`config.mk`:
```
export PLATFORM = sky130hd
export DESIGN_NAME = csr_timer_bank
export DESIGN_NICKNAME = d
export VERILOG_FILES = /design/src/rtl/csr_timer_bank.sv
export SDC_FILE = /design/constraint.sdc
export NUM_CORES = 1
export LEC_CHECK = 0
export BUFFER_PORTS_ARGS = -buffer_cell sky130_fd_sc_hd__buf_2
export CAP_MARGIN = 20
export CORE_MARGIN = 2
export CORE_UTILIZATION = 55
export CTS_CLUSTER_DIAMETER = 150
export DETAILED_ROUTE_END_ITERATION = 12
export PLACE_DENSITY = 0.85
export SYNTH_ARGS = -nofsm -noshare
export SYNTH_HDL_FRONTEND = slang
export SYNTH_SLANG_ARGS = --single-unit
```
`constraint.sdc`:
```
create_clock -name clk -period 3.2 [get_ports clk]
set_input_delay 0.64 -clock clk [delete_from_list [all_inputs] [get_ports clk]]
set_output_delay 0.64 -clock clk [all_outputs]
set_load 0.02 [all_outputs]
```
`src/rtl/csr_timer_bank.sv`:
```
// csr_timer_bank: NUM_TIMERS independent down-counting CSR timers (TCFG/TVAL/TICLR per
// channel, masked writes, sticky pending flags) plus a free-running stable counter.
// Optional feature macro: TIMER_PRESCALE_EN adds a per-channel prescaler register at
// csr_addr 3 and narrows the stored TCFG to TIMESIZE-PRESCALE_W bits. The prescaled
// build needs TIMESIZE >= PRESCALE_W + 3.

module csr_timer_bank #(
  parameter int NUM_TIMERS = 2,
  parameter int TIMESIZE   = 32,
  parameter int CNT_WIDTH  = 64,
  parameter int SEL_W      = 3
`ifdef TIMER_PRESCALE_EN
  ,
  parameter int PRESCALE_W = 8
`endif
) (
  input  logic                  clk,
  input  logic                  reset,
  input  logic                  csr_we,
  input  logic [SEL_W-1:0]      csr_sel,
  input  logic [1:0]            csr_addr,
  input  logic [31:0]           csr_wdata,
  input  logic [31:0]           csr_wmask,
  output logic [31:0]           csr_rdata,
  output logic [NUM_TIMERS-1:0] timer_irq,
  output logic                  irq_any,
  output logic [31:0]           counter_hi,
  output logic [31:0]           counter_lo
);

`ifdef TIMER_PRESCALE_EN
  localparam int CFG_W = TIMESIZE - PRESCALE_W;
`else
  localparam int CFG_W = TIMESIZE;
`endif

  localparam logic [1:0] ADDR_TCFG  = 2'd0;
  localparam logic [1:0] ADDR_TVAL  = 2'd1;
  localparam logic [1:0] ADDR_TICLR = 2'd2;
  localparam logic [1:0] ADDR_PSC   = 2'd3;

  logic [CFG_W-1:0]     tcfg_arr [NUM_TIMERS];
  logic [TIMESIZE-1:0]  tval_arr [NUM_TIMERS];
`ifdef TIMER_PRESCALE_EN
  logic [PRESCALE_W-1:0] psc_arr [NUM_TIMERS];
`endif
  logic [CNT_WIDTH-1:0] stable_cnt;
  logic [31:0]          merged;
  logic                 unused_merged_bits;

  // The current read value doubles as the "old" word of a masked write, so TICLR
  // (which reads 0) only ever sees the bits actually written.
  assign merged             = (csr_wdata & csr_wmask) | (csr_rdata & ~csr_wmask);
  assign unused_merged_bits = ^merged;

  // Read mux: out-of-range channels never match, so they read 0.
  always_comb begin
    csr_rdata = '0;
    for (int i = 0; i < NUM_TIMERS; i++) begin
      if (csr_sel == SEL_W'(i)) begin
        case (csr_addr)
          ADDR_TCFG: csr_rdata = 32'(tcfg_arr[i]);
          ADDR_TVAL: csr_rdata = 32'(tval_arr[i]);
`ifdef TIMER_PRESCALE_EN
          ADDR_PSC:  csr_rdata = 32'(psc_arr[i]);
`endif
          default:   csr_rdata = '0;
        endcase
      end
    end
  end

  genvar g;
  generate
    for (g = 0; g < NUM_TIMERS; g++) begin : gen_ch
      logic                sel_hit;
      logic                cfg_wr;
      logic                clr_wr;
      logic                tick;
      logic                active;
      logic                expire;
      logic                pend_q;
      logic [CFG_W-1:0]    tcfg_q;
      logic [CFG_W-1:0]    new_cfg;
      logic [TIMESIZE-1:0] tval_q;
      logic [TIMESIZE-1:0] reload_cur;
      logic [TIMESIZE-1:0] reload_new;

      assign sel_hit    = csr_we && (csr_sel == SEL_W'(g));
      assign cfg_wr     = sel_hit && (csr_addr == ADDR_TCFG);
      assign clr_wr     = sel_hit && (csr_addr == ADDR_TICLR) && merged[0];
      assign new_cfg    = merged[CFG_W-1:0];
      assign reload_cur = TIMESIZE'({tcfg_q[CFG_W-1:2], 2'b00});
      assign reload_new = TIMESIZE'({new_cfg[CFG_W-1:2], 2'b00});
      assign active     = tcfg_q[0] && (tval_q != '0) && tick;
      assign expire     = active && (tval_q == TIMESIZE'(1));

`ifdef TIMER_PRESCALE_EN
      logic                  psc_wr;
      logic [PRESCALE_W-1:0] psc_q;
      logic [PRESCALE_W-1:0] pcnt_q;

      assign psc_wr = sel_hit && (csr_addr == ADDR_PSC);
      assign tick   = (pcnt_q == psc_q);

      // Prescale register and private divider; the divider restarts on every TCFG write.
      always_ff @(posedge clk) begin
        if (reset) begin
          psc_q  <= '0;
          pcnt_q <= '0;
        end else begin
          if (psc_wr) psc_q <= merged[PRESCALE_W-1:0];
          if (cfg_wr) begin
            pcnt_q <= '0;
          end else if (tcfg_q[0] && (tval_q != '0)) begin
            pcnt_q <= tick ? '0 : pcnt_q + PRESCALE_W'(1);
          end
        end
      end

      assign psc_arr[g] = psc_q;
`else
      assign tick = 1'b1;
`endif

      // Channel state: TCFG write reloads TVAL and beats the expiry reload; a set of
      // pending on expiry beats a same-cycle TICLR so no event is lost.
      always_ff @(posedge clk) begin
        if (reset) begin
          tcfg_q <= '0;
          tval_q <= '0;
          pend_q <= 1'b0;
        end else begin
          if (cfg_wr) begin
            tcfg_q <= new_cfg;
            tval_q <= reload_new;
          end else if (expire) begin
            tval_q <= tcfg_q[1] ? reload_cur : '0;
          end else if (active) begin
            tval_q <= tval_q - TIMESIZE'(1);
          end
          if (expire) begin
            pend_q <= 1'b1;
          end else if (clr_wr) begin
            pend_q <= 1'b0;
          end
        end
      end

      assign tcfg_arr[g]  = tcfg_q;
      assign tval_arr[g]  = tval_q;
      assign timer_irq[g] = pend_q;
    end
  endgenerate

  // Stable counter: free-running, wraps naturally, never stalls.
  always_ff @(posedge clk) begin
    if (reset) stable_cnt <= '0;
    else       stable_cnt <= stable_cnt + CNT_WIDTH'(1);
  end

  assign counter_lo = stable_cnt[31:0];
  assign counter_hi = 32'(stable_cnt[CNT_WIDTH-1:32]);
  assign irq_any    = |timer_irq;

endmodule

```
==> summary.txt <==
Timing
  • Rel. slew slack: 42.9%
  • Final period utilization: 94.3%
  • Setup TNS Final: 0 ns
  • RSZ-0062 raised after global routing: no
  • Tmin final: 3.02 ns
  • Fmax: 332 MHz
  • Least-Margin Pin Slew: 0.849 ns
  • Final Setup Violations: 0
  • Final Hold Viols: 0
  • Slew Viols, Final: 0
  • Clock Skew: 0.0105 ns

Route
  • Routed len/inst: 19.6 microns
  • DR pass1 iterations: 6
  • Vias per cell: 6.37
  • # DRC: 0
  • Detailed-route via count: 11400
  • Post-route ant nets: 0
  • Final WL: 35200 microns
  • DRT iter0 DRCs: 1548

CTS
  • H-Tree Depth: 4
  • Worst skew pair latency: 0.44 ns
  • CTS Hold Bufs: 0
  • CTS buffer count: 17
  • Post-CTS Setup Repair Bufs: 0
  • Clock root cell: clkbuf_16
  • CTS tree: yes
  • Clock Sinks: 194
  • Resize count post-CTS: 0
  • Worst-path clk slew: 0.07 ns
  • Clock Path Buffers: 2

Synth
  • Ys flop type: dfxtp_1
  • Synthesized net count: 1451
  • Synth cell types: 69
  • Cells after synthesis: 1374
  • Syn_area_per_cell: 7.97 sq um
  • Number of synthesized register bits: 194
  • YS warnings: 0
  • Post-synthesis async set-or-reset flop share: 0%
  • Synthesized area: 0.0109 sq mm
  • Register area share after synthesis: 35.5%
  • Number of synthesized flops with an enable pin: 0

Floorplanning
  • Die ar.: 0.0210 sq mm
  • Die width: 145 microns
  • Num rows: 51
  • IO Count: 171
  • Initial Util: 56.1%
  • Die Y: 145 microns
  • Core ar.: 0.0195 sq mm

Critical path
  • Critical path fanouts, max: 32
  • Startpoint types: primary input
  • Max incr delay on CP: 0.66 ns
  • FF-to-FF path depth: 7
  • Crit-path cells: buf_2, or4b_2, buf_4, o22ai_1, buf_2
  • WP data arrival: 2.38 ns
  • Slowest CP cell: or4b_2
  • CP most frequent cell: buf_2
  • Worst endpoint required time: 2.56 ns
  • Worst setup EP type: output port
  • WS Path Type: primary input to output port

Power and ir drop
  • LEAKAGE: 5.00 nW
  • Pwr dens: 405 mW/mm^2
  • Peak VDD IR: 405 uV

Final layout
  • Most frequent cells in the layout: 194 x dfxtp_1, 178 x nand2_1, 168 x buf_2, 119 x a21oi_1, 114 x nor2_1
  • Filler cells: 1596
  • Diodes inserted: 0
  • Fin nets: 1593
  • Layout cells sized above 1: 19.9%
  • Utilization after layout: 65.3%
  • Most common cell after layout, fill and taps aside: dfxtp_1
  • Final instance area: 0.0128 sq mm
  • Area delta synth->final: 16.5%

Place
  • Post-DP HPWL: 24500 microns
  • GP Congestion: 0.978
  • Area post-placement: 0.0121 sq mm
  • Port Buffer Count: 170

Global route
  • Initial antenna violation count: 0
  • Tot GR Track Use: 32.1%
  • Grt ovf: 0
  • First-pass GRT wire length: 55100 microns
  • Vias in the first global route: 10600
  • Largest net degree at the start of global routing: 69

Min path
  • Min-delay worst type: register to register
  • Worst hold path depth: 1

Outcome
  • Outcome: complete, no violations

Run
  • Max-capacitance violation count: 0
logic make-up (layout without fill, tap and decap cells):
kind of cell | after synthesis | in the layout | share of synthesized area [%]
AOI/OAI and AO/OA | 321 | 321 | 18.1
xor gates and xnor gates | 84 | 84 | 6.72
adders and majority gates | 5 | 5 | 0.571
buffers and inverters | 119 | 274 | 4.42
DFF | 194 | 194 | 35.5
muxes | 99 | 99 | 9.35
and+or+nand+nor | 552 | 552 | 25.4
registers in the layout, summed over array words and instances, names as in the netlist:
name and count:
stable_cnt 64, gen_ch.pend_q 2, gen_ch.tval_q 64, gen_ch.tcfg_q 64
final cells by class:
class / count / area, sq um / area share, %
inverter: 22 / 82.6 / 0.647
clock buffer: 19 / 443 / 3.47
multi-input combinational: 1061 / 6580 / 51.6
clock inverter: 13 / 171 / 1.34
sequential: 194 / 3880 / 30.4
tap: 265 / 332 / 2.60
timing repair buffer: 220 / 1260 / 9.90
synthesized netlist by cell type (10+ instances only):
cell type	instances	area share (%)
nand2_1	179	6.1
nor4_1	36	2.1
nor3_1	42	1.9
o21ai_0	36	1.6
dfxtp_1	194	35
xnor2_1	50	4.0
or3_1	27	1.5
mux2_2	26	2.7
inv_1	22	0.75
a31oi_1	18	1.0
o21ai_1	13	0.59
a21oi_1	119	5.4
buf_1	11	0.38
o22ai_1	47	2.7
nand4_1	20	1.1
xor2_1	34	2.7
mux2i_1	73	6.7
and3_1	16	0.91
and2_1	10	0.57
nor2_1	114	3.9
clkbuf_1	71	2.4
nand3_1	39	1.8
a211oi_1	16	1.1
or4_1	14	0.96
critical path, delay by kind of cell:
family | cells | cell delay [ns]
AO/OA/AOI/OAI | 1 | 0.39
AND/OR/NAND/NOR | 1 | 0.66
buffers and inverters | 3 | 0.67
layer usage:
metal / track usage [%] / routed length (microns) / vias to the layer above
met5: 0 / 0 / -
li1: - / - / 5271
met1: 40.1 / 13500 / 5257
met4: 18.6 / 1890 / 0
met3: 7.80 / 3990 / 130
met2: 50.7 / 15800 / 764
metrics by stage:
stage	setup slack [ns]	cells	hold WS (ns)	total power, mW
6_report	0.184	1794	0.469	5.17
5_1_grt	0.0648	1794	0.486	5.29
4_1_cts	0.245	1793	0.466	5.16
3_5_place_dp	0.261	1761	0.454	2.94
3_3_place_gp	0.274	1761	0.446	2.93
2_1_floorplan	0.465	1374	0.444	2.78
final timing paths:
| check | from | end | slack (ns) |
|---|---|---|---|
| max | csr_addr[1] | csr_rdata[31] | 0.18 |
| min | stable_cnt[0] | stable_cnt[0] | 0.47 |
| max reg2reg | gen_ch[1].tval_q[26] | gen_ch[1].tval_q[2] | 0.19 |
| min reg2reg | stable_cnt[0] | stable_cnt[0] | 0.47 |
power breakdown:
group / total (mW) / switching (mW) / internal, mW
clock network: 2.27 / 0.998 / 1.27
logic: 0.460 / 0.276 / 0.184
registers: 2.44 / 0.0151 / 2.42
Note: power is estimated with default switching activity, not from simulation.
